--- src/rtl/ram_param_sweep_pkg.sv ---
// Shared definitions for the swept RAM: request encodings, FSM state codes,
// the address-width helper and the request-decode bundle.
package ram_param_sweep_pkg;

  localparam logic RW_READ  = 1'b0;
  localparam logic RW_WRITE = 1'b1;

  localparam logic [0:0] S_SWEEP = 1'b0;
  localparam logic [0:0] S_IDLE  = 1'b1;

  typedef struct packed {
    logic accept;
    logic reject;
    logic is_write;
  } req_dec_t;

  function automatic int clog2_int(input int n);
    int r;
    r = 0;
    for (int i = 0; i < 31; i++) begin
      if ((32'sd1 <<< i) < n) r = i + 1;
    end
    return r;
  endfunction

endpackage

--- src/rtl/ram_param_sweep_word.sv ---
// One storage word of the swept RAM. Contents are deliberately not reset;
// the clear sweep in the top level zeroes them.
module ram_param_sweep_word #(
  parameter int WIDTH = 8
) (
  input  logic             clock,
  input  logic             i_we,
  input  logic [WIDTH-1:0] i_d,
  output logic [WIDTH-1:0] o_q
);

  logic [WIDTH-1:0] r_q;

  // Capture write data when this word is selected.
  always_ff @(posedge clock) begin
    if (i_we) r_q <= i_d;
  end

  assign o_q = r_q;

endmodule

--- src/rtl/ram_param_sweep.sv ---
// Single-port RAM with registered read, valid/error strobes and a clear sweep
// that zeroes one word per cycle after reset or on a wipe request.
module ram_param_sweep
  import ram_param_sweep_pkg::*;
#(
  parameter  int WIDTH = 8,
  parameter  int DEPTH = 4,
  localparam int AW    = clog2_int(DEPTH)
) (
  input  logic             clock,
  input  logic             clear,
  input  logic             enable,
  input  logic             rw,
  input  logic [AW-1:0]    address,
  input  logic [WIDTH-1:0] data_in,
  input  logic             wipe,
  output logic [WIDTH-1:0] data_out,
  output logic             valid,
  output logic             busy,
  output logic             error
);

  localparam logic [AW-1:0] LAST    = AW'(DEPTH - 1);
  localparam logic [AW:0]   DEPTH_W = (AW + 1)'(DEPTH);

  logic [0:0]       r_state;
  logic [AW-1:0]    r_ptr;
  logic [WIDTH-1:0] r_data_out;
  logic             r_valid;
  logic             r_error;

  logic             w_sweep;
  logic             w_in_range;
  req_dec_t         w_req;
  logic [DEPTH-1:0] w_we;
  logic [WIDTH-1:0] w_wdata;
  logic [WIDTH-1:0] w_word [DEPTH];
  logic [WIDTH-1:0] w_rd_data;

  assign w_sweep    = (r_state == S_SWEEP);
  assign w_in_range = ({1'b0, address} < DEPTH_W);

  // Classify the incoming request; wipe wins over a same-cycle request.
  always_comb begin
    w_req = '0;
    if (enable) begin
      if (w_sweep || wipe || !w_in_range) begin
        w_req.reject = 1'b1;
      end else begin
        w_req.accept   = 1'b1;
        w_req.is_write = (rw == RW_WRITE);
      end
    end else begin
      w_req = '0;
    end
  end

  assign w_wdata = w_sweep ? '0 : data_in;

  for (genvar gi = 0; gi < DEPTH; gi++) begin : g_word
    assign w_we[gi] = w_sweep ? (r_ptr == AW'(gi))
                              : (w_req.accept && w_req.is_write && (address == AW'(gi)));
    ram_param_sweep_word #(.WIDTH(WIDTH)) u_word (
      .clock (clock),
      .i_we  (w_we[gi]),
      .i_d   (w_wdata),
      .o_q   (w_word[gi])
    );
  end

  // DEPTH:1 read mux as an AND-OR tree of the one-hot address match.
  always_comb begin
    w_rd_data = '0;
    for (int i = 0; i < DEPTH; i++) begin
      w_rd_data = w_rd_data | ({WIDTH{address == AW'(i)}} & w_word[i]);
    end
  end

  // Sweep FSM and pointer; the pointer stops at LAST so it never wraps.
  always_ff @(posedge clock or negedge clear) begin
    if (!clear) begin
      r_state <= S_SWEEP;
      r_ptr   <= '0;
    end else begin
      case (r_state)
        S_SWEEP: begin
          if (r_ptr == LAST) begin
            r_state <= S_IDLE;
            r_ptr   <= '0;
          end else begin
            r_ptr <= r_ptr + AW'(1);
          end
        end
        S_IDLE: begin
          if (wipe) begin
            r_state <= S_SWEEP;
            r_ptr   <= '0;
          end
        end
        default: begin
          r_state <= S_SWEEP;
          r_ptr   <= '0;
        end
      endcase
    end
  end

  // Read data register and the single-cycle valid/error strobes.
  always_ff @(posedge clock or negedge clear) begin
    if (!clear) begin
      r_data_out <= '0;
      r_valid    <= 1'b0;
      r_error    <= 1'b0;
    end else begin
      r_valid <= w_req.accept && !w_req.is_write;
      r_error <= w_req.reject;
      if (w_req.accept && !w_req.is_write) r_data_out <= w_rd_data;
    end
  end

  assign data_out = r_data_out;
  assign valid    = r_valid;
  assign error    = r_error;
  assign busy     = w_sweep;

endmodule

--- config.mk ---
export PLATFORM = sky130hd
export DESIGN_NAME = ram_param_sweep
export DESIGN_NICKNAME = d
export VERILOG_FILES = /design/src/rtl/ram_param_sweep_pkg.sv /design/src/rtl/ram_param_sweep_word.sv /design/src/rtl/ram_param_sweep.sv
export SDC_FILE = /design/constraint.sdc
export NUM_CORES = 1
export LEC_CHECK = 0
export ABC_AREA = 1
export BUFFER_PORTS_ARGS = -buffer_cell sky130_fd_sc_hd__buf_2
export CAP_MARGIN = 20
export CORE_MARGIN = 8
export CORE_UTILIZATION = 25
export DETAILED_ROUTE_END_ITERATION = 10
export GPL_ROUTABILITY_DRIVEN = 0
export GPL_TIMING_DRIVEN = 0
export PLACE_DENSITY_LB_ADDON = 0.08
export SLEW_MARGIN = 30
export SYNTH_ARGS = -nofsm -noshare
export SYNTH_HDL_FRONTEND = slang
export SYNTH_SLANG_ARGS = --single-unit
--- constraint.sdc ---
create_clock -name clock -period 4.58 [get_ports clock]
set_input_delay 0.458 -clock clock [delete_from_list [all_inputs] [get_ports clock]]
set_output_delay 0.458 -clock clock [all_outputs]
set_load 0.02 [all_outputs]
==> summary.md, run 1 <==
| Metric | Value |
|---|---|
| CTS buffer count | `5` |
| Mapped Area | `1877 um^2` |
| Crit path from | `r_state$_DFF_PN0_` |
| Wire per inst | `14.72 um` |
| Final Skew | `3.834 ps` |
| WP data required | `4500 ps` |
| H-tree depth | `2` |
| Run status | `complete, no violations` |
| Clock Latency Late Sink | `300 ps` |
| # DRC | `0` |
| Worst slew pin tran | `972.9 ps` |
| Max_cap viols | `0` |
| Hold WC Path Type | `in2async` |
| Post-layout util | `30.88%` |
| Nets | `223` |
| Crit Path Max Fanout | `8` |
| # setup viols final | `0` |
| HPWL Detailed | `3.134 mm` |
| Antenna Nets Post-Route | `0` |
| Vias in the first global route | `1282` |
| FF+latch count, synth | `45` |
| Ports | `26` |
| Syn avg cell area | `10.85 um^2` |
| Clk slew on worst S/H paths | `80 ps` |
| CTS sink cnt | `45` |
| Pwr dens | `600.2 nW/um^2` |
| Hold_buf cts | `0` |
| Mapped Nets | `192` |
| Reg-to-reg startpoint | `r_state$_DFF_PN0_` |
| Top cells by area, synth | `edfxtp_1, dfrtp_1, nand2_1` |
| First-pass GRT wire length | `6.831 mm` |
| Antenna diodes | `0` |
| Area share of the largest cell type after synthesis | `51.20%` |
| Fin crit period | `1913 ps` |
| Post-synth top area cell | `edfxtp_1` |
| CTS tree | `built` |
| All-Layer GR Usage | `9.112%` |
| Total negative slack | `0 ps` |
| Max Slew Vio Count | `0` |
| # rows | `31` |
| Final Cycle Share | `41.78%` |
| Core area | `7253 um^2` |
| DIE AREA | `10540 um^2` |
| Register area share after synthesis | `68.53%` |
| Final hold vios | `0` |
| Resized cells post-CTS | `0` |
| Largest net degree at the start of global routing | `16` |
| CP startpoint kind | `flop` |
| Via density | `4.250` |
| Cells after synthesis | `173` |
| Die X | `102.6 um` |
| DR iter-0 viols | `55` |
| Root Driver | `clkbuf_8` |
| Share of layout cells above drive strength 1 | `20.00%` |
| Distinct cells, synth | `18` |
| Syn-to-layout area delta | `19.33%` |
| Drt pass-1 iters | `6` |
| Leakage Power | `0.001033 uW` |
| Pre-CTS setup slack | `2402 ps` |
| Buffers on Ports | `23` |
| Slew HR | `34.71%` |
| Max IR drop VDD | `0.1461 mV` |
| Fin worst setup slack | `2667 ps` |
| Post-CTS Repair Setup Buffers | `0` |
| Grt ovf | `0` |
| Routed WL | `4.474 mm` |
| Initial antenna violation count | `0` |
| Synth Warn # | `0` |
| Unrepaired setup endpoints after global routing | `false` |
| WS Path Type | `reg2reg` |
| Reg2reg setup slack | `2670 ps` |
| Initial Utilization | `25.88%` |
| Fill count | `761` |
| Via Count | `1292` |
| Crit end category | `flop` |
| Max Clk Rate | `522.6 MHz` |
| CTS Buffer Depth | `2` |
| CP arrival | `1840 ps` |
| Die height | `102.6 um` |
flip-flops by register name, indices dropped and copies added, names as in the netlist:
| signal | count |
|---|---|
| data_out | 8 |
| error | 1 |
| r_state | 1 |
| valid | 1 |
| r_ptr | 2 |
| g_word.u_word.o_q | 32 |
worst max-delay path: stages, from the launching register on:
cell     delay, ps
dfrtp_1        410
nand2_2        120
nor2_1         130
nand2_1        110
o21ai_1        770
Yosys cell counts:
cell      count
edfxtp_1     32
nand2_2       1
inv_2         3
buf_2         1
nand2_1      57
clkbuf_1      3
o21ai_1       4
dfrtp_1      13
inv_1        14
o21ai_0       9
nand3_1      26
a21oi_1       1
nor2_1        1
buf_4         1
nor2_2        1
nor3_4        1
ha_1          4
o22ai_1       1
cell usage in the layout, fill, tap and decap left out, types with 3 or more instances in the layout:
| cell type | synthesis | routed |
|---|---|---|
| dfrtp_1 | 13 | 13 |
| nand3_1 | 26 | 26 |
| inv_2 | 3 | 3 |
| edfxtp_1 | 32 | 32 |
| buf_2 | 1 | 24 |
| clkbuf_1 | 3 | 3 |
| inv_1 | 14 | 14 |
| o21ai_0 | 9 | 7 |
| nand2_1 | 57 | 57 |
| clkbuf_8 | 0 | 5 |
| o21ai_1 | 4 | 6 |
| ha_1 | 4 | 4 |
worst paths after layout:
kind                                                endpoint  cells past startpoint
setup / recovery           g_word[2].u_word.o_q[0]$_DFFE_PP_                      4
hold / removal                               error$_DFF_PN0_                      1
setup reg to reg           g_word[2].u_word.o_q[0]$_DFFE_PP_                      4
hold reg to reg                      data_out[2]$_DFFE_PN0P_                      2
max in group asynchronous            data_out[2]$_DFFE_PN0P_                      1
min in group clock                           valid$_DFF_PN0_                      2
per-layer routing:
| layer | routed length (um) | vias to the layer above | track usage, % |
|---|---|---|---|
| met5 | 0 | - | 0 |
| met4 | 53 | 0 | 3.386 |
| met3 | 328 | 6 | 3.376 |
| met2 | 2083 | 35 | 14.44 |
| met1 | 2009 | 612 | 11.03 |
| li1 | - | 639 | - |
through the flow:
stage / power, uW / instance area [um^2] / std cells / hold slack (ps)
2_1_floorplan: 924.1 / 1877 / 173 / 162.4
3_3_place_gp: 1063 / 2116 / 295 / 350.5
3_5_place_dp: 1084 / 2123 / 296 / 360.1
4_1_cts: 1365 / 2233 / 304 / 29.07
5_1_grt: 1433 / 2240 / 304 / 40.44
6_report: 1344 / 2240 / 304 / 27.71
power by group:
part           internal (uW)  switching, uW
Clock                    141            136
Sequential               633           52.8
Combinational            105            276
Total                    879            465
layout make-up:
cell class | instances | area (um^2) | area share [%]
Buffer | 5 | 23.77 | 1.061
Clock buffer | 6 | 93.84 | 4.190
Clock inverter | 2 | 16.27 | 0.7263
Inverter | 17 | 63.81 | 2.849
Multi-Input combinational cell | 106 | 509.2 | 22.74
Sequential cell | 45 | 1286 | 57.43
Tap cell | 99 | 123.9 | 5.531
Timing Repair Buffer | 24 | 122.6 | 5.475
kinds of logic (layout without fill, tap and decap cells):
kind of cell / after synthesis / count (layout) / synth area share [%]
adders and majority gates: 4 / 4 / 2.667
buffers and inverters: 22 / 54 / 4.666
AOI/OAI and AO/OA: 15 / 15 / 4.066
DFF: 45 / 45 / 68.53
and+or+nand+nor: 87 / 87 / 20.07
(Power assumes the default switching activity.)
==> inputs of run 2 (changes only) <==
clock period = 1.55 ns   (was 4.58 ns; I/O delays follow)
==> summary.md, run 2 (synthesis results as in run 1) <==
| Metric | Value |
|---|---|
| DIE AREA | `10540 um^2 (unchanged)` |
| Worst Hold Launch | `wipe` |
| Final Skew | `4.105 ps (+0.2711 ps)` |
| Reg-to-reg startpoint | `r_state$_DFF_PN0_` |
| Buffers on Ports | `23 (unchanged)` |
| Root Driver | `clkbuf_8` |
| Nets | `227 (+1.8%)` |
| DR iter-0 viols | `54 (-1.8%)` |
| R2r endpoint | `g_word[1].u_word.o_q[6]$_DFFE_PP_` |
| Antenna Nets Post-Route | `0 (unchanged)` |
| HPWL Detailed | `3.134 mm (unchanged)` |
| CP startpoint kind | `flop` |
| Reg2reg setup slack | `80 ps (-2590 ps)` |
| # setup viols final | `0 (unchanged)` |
| Ports | `26 (unchanged)` |
| Grt ovf | `0 (unchanged)` |
| CTS Buffer Depth | `2 (unchanged)` |
| Share of layout cells above drive strength 1 | `23.44% (+3.4 points)` |
| Slew HR | `62.70% (+28 points)` |
| Via density | `4.247 (about the same)` |
| Final hold vios | `0 (unchanged)` |
| Cell Area, Placed | `2123 um^2 (unchanged)` |
| Fin crit period | `1470 ps (-443.8 ps)` |
| Largest net degree at the start of global routing | `16 (unchanged)` |
| All-Layer GR Usage | `9.140% (+0.029 points)` |
| CTS sink cnt | `45 (unchanged)` |
| Worst slew pin tran | `559.6 ps (-413.3 ps)` |
| Fin Hold WS | `130.6 ps (+102.9 ps)` |
| Leakage Power | `0.001069 uW (+3.4%)` |
| WP data required | `1560 ps (-2940 ps)` |
| Crit Path Max Fanout | `5 (-3)` |
| Initial antenna violation count | `0 (unchanged)` |
| R2r worst-path depth | `5 (+1)` |
| Core area | `7253 um^2 (unchanged)` |
| # rows | `31 (unchanged)` |
| Max reg flops | `32 (unchanged)` |
| H-tree depth | `2 (unchanged)` |
| Final Cell Area | `2333 um^2 (+4.2%)` |
| Syn-to-layout area delta | `24.33%` |
| First-pass GRT wire length | `6.858 mm (+0.40%)` |
| CTS tree | `built` |
| Hold Crit Endpoint | `error$_DFF_PN0_` |
| Clk slew on worst S/H paths | `80 ps (about the same)` |
| Via Count | `1308 (+1.2%)` |
| WS Path Type | `reg2reg` |
| Max_cap viols | `0 (unchanged)` |
| # DRC | `0 (unchanged)` |
| Dpl cells | `296 (unchanged)` |
| CP arrival | `1480 ps (-360 ps)` |
| Wire per inst | `14.65 um (-0.46%)` |
| Hold WC Path Type | `in2reg` |
| Routed WL | `4.512 mm (+0.85%)` |
| Post-route insts no fill | `308 (+1.3%)` |
| Commonest non-fill, non-tap cell in the layout | `nand2_1` |
| Run status | `complete, no violations` |
| Die height | `102.6 um (unchanged)` |
| Max IR drop VDD | `0.4304 mV (+190%)` |
| Final Cycle Share | `94.81% (+53 points)` |
| Drt pass-1 iters | `4 (-2)` |
| Max Slew Vio Count | `0 (unchanged)` |
| Initial Utilization | `25.88% (unchanged)` |
| Vias in the first global route | `1291 (+0.70%)` |
| Antenna diodes | `0 (unchanged)` |
| Pwr dens | `1784 nW/um^2 (+200%)` |
| Hold Path Depth | `3` |
| Die X | `102.6 um (unchanged)` |
| CTS buffer count | `5 (unchanged)` |
| Commonest non-fill, non-tap cells in the layout | `nand2_1, edfxtp_1, nand3_1` |
| Crit end category | `flop` |
| Clock Latency Late Sink | `300 ps (about the same)` |
| Max Clk Rate | `680.5 MHz (+30%)` |
## run 2: cell types whose count changed in the layout (fill, tap and decap cells not counted)
cell / change
buf_12: +2
nand2_1: -2
nand2_2: +2
o21ai_1: -2
o21ai_4: +2
buf_4: +1
clkbuf_1: -1
clkbuf_2: +1
dlygate4sd3_1: +1
o22ai_2: -1
o22ai_4: +1
## run 2: metrics by stage
| stage | utilization (%) | worst slack (ps) | power, uW | setup TNS [ps] |
|---|---|---|---|---|
| finish | 32.17 | 80.44 | 4163 | 0 |
| global route | 32.17 | -16.77 | 4432 | -170.7 |
| CTS | 31.50 | -130.2 | 4121 | -1478 |
| detailed placement | 29.27 | -426.8 | 3203 | -8426 |
| global placement | 29.17 | -809.3 | 3141 | -17150 |
| floorplan | - | -123.0 | 2730 | -1968 |
## run 2: power by group
part	switching [uW]	internal, uW
sequential	155	1870
combinational	867	453
clock	404	418
## run 2: worst max path at each step
| stage | start | to | slack, ps | depth (start not counted) |
|---|---|---|---|---|
| floorplan | r_state$_DFF_PN0_ | g_word[1].u_word.o_q[0]$_DFFE_PP_ | -120 | 4 |
| detailed placement | r_state$_DFF_PN0_ | g_word[3].u_word.o_q[5]$_DFFE_PP_ | -430 | 2 |
| finish | r_state$_DFF_PN0_ | g_word[1].u_word.o_q[6]$_DFFE_PP_ | 80 | 5 |
| CTS | r_state$_DFF_PN0_ | g_word[2].u_word.o_q[0]$_DFFE_PP_ | -130 | 4 |
| global placement | r_state$_DFF_PN0_ | g_word[1].u_word.o_q[5]$_DFFE_PP_ | -810 | 4 |
| global route | r_state$_DFF_PN0_ | g_word[1].u_word.o_q[0]$_DFFE_PP_ | -20 | 5 |
## run 2: what timing repair did
item / in CTS / in global routing
hold buffers: 1 / 0
gates resized for setup: 4 / 6
setup buffers: 1 / 2
hold endpoints to repair: 13 / 0
setup endpoints to repair: 24 / 32
pin swaps: 1 / 2
## run 2: layout make-up
type / instances / area [um^2]
well taps: 99 / 123.9
repair buffers: 28 / 180.2
flip-flops and latches: 45 / 1286
clock buffers: 6 / 93.84
plain buffers: 5 / 25.02
fillers: 756 / 4920
clock inverters: 2 / 16.27
multi-input cells: 106 / 544.3
inverters: 17 / 63.81
## run 2: worst max-delay path, stage by stage (launching register included)
cell,delay (ps)
dfrtp_1,410
nand2_2,120
nor2_1,160
nand2_2,150
o21ai_4,190
buf_4,170
## run 2: routing by layer
| metal | track usage (%) | share of wire (%) |
|---|---|---|
| met1 | 11.19 | 46 |
| met2 | 14.39 | 47 |
| met3 | 3.309 | 6.3 |
| met4 | 3.386 | 1.1 |
| met5 | 0 | 0 |
